[config.mk]
export PLATFORM = sky130hd
export DESIGN_NAME = sar_seq
export DESIGN_NICKNAME = d
export VERILOG_FILES = /design/src/rtl/sar_seq.sv
export SDC_FILE = /design/constraint.sdc
export NUM_CORES = 1
export LEC_CHECK = 0
export ABC_CLOCK_PERIOD_IN_PS = 3900
export CORE_MARGIN = 1.5
export CORE_UTILIZATION = 25
export CTS_BUF_LIST = sky130_fd_sc_hd__clkbuf_16
export CTS_CLUSTER_DIAMETER = 30
export DETAILED_ROUTE_END_ITERATION = 16
export PLACE_DENSITY = 0.52
export SLEW_MARGIN = 15
export SYNTH_ARGS = -nofsm -noshare
export SYNTH_HDL_FRONTEND = slang
export SYNTH_SLANG_ARGS = --single-unit
[constraint.sdc]
create_clock -name CLK -period 3.9 [get_ports CLK]
set_input_delay 0.585 -clock CLK [delete_from_list [all_inputs] [get_ports CLK]]
set_output_delay 0.585 -clock CLK [all_outputs]
set_load 0.005 [all_outputs]
[src/rtl/sar_seq.sv]
// sar_seq: SAR ADC conversion sequencer (sample, per-bit compare/latch, result handshake)
module sar_seq #(
  parameter int NBIT       = 9,
  parameter int SAMPLE_CYC = 4
) (
  input  logic            CLK,
  input  logic            RSTN,
  input  logic            START,
  input  logic            CMP_P,
  input  logic            CMP_N,
  input  logic            DREADY,
  output logic            CKSB,
  output logic            CKC,
  output logic [NBIT-1:0] CF,
  output logic [NBIT-1:0] DOUT,
  output logic            DVALID,
  output logic            BUSY,
  output logic            OVR,
  output logic            ERR
);
  localparam int KW = (NBIT > 1) ? $clog2(NBIT) : 1;
  localparam int CW = (SAMPLE_CYC > 1) ? $clog2(SAMPLE_CYC) : 1;
  typedef enum logic [2:0] {IDLE, SAMPLE, CONV_A, CONV_B, CONV_C} state_t;
  state_t state, state_d;
  logic [KW-1:0] k, k_d;
  logic [CW-1:0] cnt, cnt_d;
  logic [NBIT-1:0] sr, sr_d, cf_d, dout_d;
  logic cksb_d, ckc_d, dvalid_d, busy_d, ovr_d, err_d, resolved;
  assign resolved = CMP_P ^ CMP_N;
  // State and every output are registered so the analog-facing clocks stay glitch-free
  always_ff @(posedge CLK or negedge RSTN) begin
    if (!RSTN) begin
      state  <= IDLE;
      k      <= '0;
      cnt    <= '0;
      sr     <= '0;
      CKSB   <= 1'b0;
      CKC    <= 1'b0;
      CF     <= '0;
      DOUT   <= '0;
      DVALID <= 1'b0;
      BUSY   <= 1'b0;
      OVR    <= 1'b0;
      ERR    <= 1'b0;
    end else begin
      state  <= state_d;
      k      <= k_d;
      cnt    <= cnt_d;
      sr     <= sr_d;
      CKSB   <= cksb_d;
      CKC    <= ckc_d;
      CF     <= cf_d;
      DOUT   <= dout_d;
      DVALID <= dvalid_d;
      BUSY   <= busy_d;
      OVR    <= ovr_d;
      ERR    <= err_d;
    end
  end
  // Next state and next output values; CF defaults low so it is only ever one-hot in phase B
  always_comb begin
    state_d  = state;
    k_d      = k;
    cnt_d    = cnt;
    sr_d     = sr;
    cksb_d   = CKSB;
    ckc_d    = CKC;
    cf_d     = '0;
    dout_d   = DOUT;
    dvalid_d = DVALID & ~DREADY;
    busy_d   = BUSY;
    ovr_d    = OVR;
    err_d    = ERR;
    case (state)
      IDLE: if (START) begin
        state_d = SAMPLE;
        busy_d  = 1'b1;
        err_d   = 1'b0;
        cnt_d   = '0;
      end
      SAMPLE: if (cnt == CW'(SAMPLE_CYC - 1)) begin
        state_d = CONV_A;
        k_d     = KW'(NBIT - 1);
        cksb_d  = 1'b1;
        ckc_d   = 1'b1;
      end else begin
        cnt_d = cnt + CW'(1);
      end
      CONV_A: begin
        state_d = CONV_B;
        cf_d    = NBIT'(1) << k;
        sr_d[k] = resolved & CMP_P;
        err_d   = ERR | ~resolved;
      end
      CONV_B: begin
        state_d = CONV_C;
        ckc_d   = 1'b0;
      end
      CONV_C: if (k == '0) begin
        dout_d   = sr;
        dvalid_d = 1'b1;
        ovr_d    = OVR | (DVALID & ~DREADY);
        cksb_d   = 1'b0;
        busy_d   = START;
        cnt_d    = '0;
        state_d  = START ? SAMPLE : IDLE;
      end else begin
        k_d     = k - KW'(1);
        ckc_d   = 1'b1;
        state_d = CONV_A;
      end
      default: state_d = IDLE;
    endcase
  end
endmodule

==> qor.txt <==
CP Class: reg -> reg
Core Util, Final: 0.337
drt pass-1 iters: 4
Syn Inst Count: 130
crit start category: flip-flop
clk sinks: 42
post-synthesis xor/xnor area fraction: 0
Num CTS Buffers: 5
first-pass GRT wire length: 5.76 mm
I/O pins: 30
RSZ-0062 raised after global routing: no
placed insts: 251
Critical Path End Type: flip-flop
Total Die Area: 7650 um^2
post-CTS resize count: 0
hold-fix buffers at CTS: 0
setup ws final: 1.85 ns
P_leak: 1.09 nW
Peak VDD IR: 0.000258 V
routed vias/inst: 4.30
Synthesized Nets: 143
Die X-Extent: 87.5 um
Max FO, Critical Path: 6
vias: 1114
status: finished, final reports clean
simple-gate share of the synthesized area: 0.119
Arr. time, crit path: 2.21 ns
H-Tree Depth: 2
max-slew violations: 0
worst slack at placement: 1.88 ns
fraction of layout cells with a size suffix above 1: 0.147
clock skew: 0.00463 ns
final wirelength: 3.37 mm
Worst-path clk slew: 0.06 ns
GRT met1 Usage: 0.116
most frequent cells in the layout: dfrtp_1, clkdlybuf4s50_1, mux2_1, mux2_2, inv_1
Setup crit start: k[0]$_DFFE_PN0P_
Min-Delay Path Class: in -> async
total grt overflow: 0
Pwr Density: 628 nW/um^2
post-route ant nets: 0
Synth Area in Compound Gates: 0.0695
final setup fails: 0
initial antenna violation count: 0
post-layout min period: 2.05 ns
FF+latch area: 1050 um^2
met2 usage: 0.164
vias in the first global route: 1215
worst-margin pin slew: 0.942 ns
Post-synth top flop: dfrtp_1
grt peak-use layer: met2
row cnt: 30
core footprint: 6830 um^2
asr flop ratio synth: 1.00
Post-synth EDFFs: 0
Final Hold Viols: 0
multiplexer share of the synthesized area: 0.144
cells on worst reg2reg path: 5
critical path required time: 4.06 ns
total power: 1.45 mW
Worst R2R Setup Slack: 1.85 ns
post-DP HPWL: 2.43 mm
global-route usage over all layers: 0.0982
post-synthesis cell type count: 38
Rel. slew slack: 0.372
Initial Util: 0.261
Longest Clk Path Bufs: 2
mapped cell area: 1780 um^2
post-synthesis register bit count: 42
number of diodes: 0
Hold WS: 0.451 ns
Worst-Skew Late Latency: 0.28 ns
area grow syn2layout: 29.3%
Mean Syn Cell Area: 13.7 um^2
final non-filler cell total: 259
drt drc: 0
Port Buffers: 29
Final Cell Area: 2300 um^2
Adder-Cell Fraction of Synth Area: 0.0491
largest net degree at the start of global routing: 43
GR Util met3: 0.0218
R2R Path Start: k[0]$_DFFE_PN0P_
Highest Clock Rate: 489 MHz
CTS tree: yes
final period utilization: 0.525
placer's final routability congestion estimate: 0.712
Post-DP Area: 2170 um^2
multi-input logic area: 681 um^2
CTS Root Cell: clkbuf_16
# fillers: 691
postcts setup bufs: 0
sequential area share after synthesis: 0.589
WL per Instance: 13.0 um
initial DRC count: 60
Die Span Y: 87.5 um
Setup TNS: 0 ns
Synth warnings: 0
crit path to: cnt[1]$_DFFE_PN0P_
nets: 175
largest family of logic cells by synthesized area: multiplexers
most common cell after layout, fill and taps aside: dfrtp_1
FF-to-FF End: cnt[1]$_DFFE_PN0P_
Max Cap Viol: 0
how the worst min path moves through the flow:
stage                               endpoint        startpoint  cells after the start
final                     cnt[0]$_DFFE_PN0P_              RSTN                      1
after global routing        CKSB$_DFFE_PN0P_  CKSB$_DFFE_PN0P_                      1
after global placement       OVR$_DFFE_PN0P_   OVR$_DFFE_PN0P_                      1
after detailed placement    CKSB$_DFFE_PN0P_  CKSB$_DFFE_PN0P_                      1
after floorplan             BUSY$_DFFE_PN0P_              RSTN                      0
after CTS                 cnt[0]$_DFFE_PN0P_              RSTN                      1
report_power, final:
part | leakage (nW) | internal (mW) | switching (mW) | total [mW]
sequential | 0.547 | 0.547 | 0.0959 | 0.642
combinational | 0.468 | 0.259 | 0.159 | 0.418
clock | 0.0724 | 0.231 | 0.155 | 0.386
total | 1.09 | 1.04 | 0.410 | 1.45
critical path, cell delays in order, from the launching register on:
cell	delay, ns
dfrtp_1	0.43
inv_1	0.14
ha_1	0.26
or3b_4	0.44
a221oi_2	0.32
mux2_1	0.35
cells in the mapped netlist, types with 2 or more instances:
master / instances / area share
inv_1: 8 / 0.017
nand2_1: 4 / 0.0084
o21bai_1: 2 / 0.0084
buf_2: 2 / 0.0056
nor2_1: 3 / 0.0063
mux2_2: 10 / 0.063
a21oi_1: 2 / 0.0056
dfrtp_1: 42 / 0.59
ha_1: 7 / 0.049
mux2_1: 11 / 0.069
nand3_1: 2 / 0.0056
o21ai_0: 2 / 0.0056
a21o_1: 3 / 0.013
mux2i_1: 2 / 0.011
and3_1: 7 / 0.025
layout make-up:
cell class                 instances  area share
inverter                           8      0.0130
tap                               96      0.0521
clock inverter                     3     0.00543
multi-input combinational         76       0.295
timing repair buffer              29       0.124
clock buffer                       5      0.0543
sequential                        42       0.456
logic make-up after synthesis:
family                   Yosys count
AO/OA/AOI/OAI                     16
adder cells (fa/ha/maj)            7
buffers and inverters             12
flip-flops                        42
multiplexers                      23
AND/OR/NAND/NOR                   30
state kept, by name, summed over array words and instances (netlist names):
name	flops
k	4
BUSY	1
DOUT	9
ERR	1
state	3
cnt	2
OVR	1
CKC	1
DVALID	1
CKSB	1
sr	9
CF	9
routing by layer:
layer	routed length (um)	part of all wire
met1	1440	0.43
met3	132	0.039
met4	74	0.022
met5	0	0
met2	1730	0.51
No activity file was read; power rests on OpenSTA's default activity.
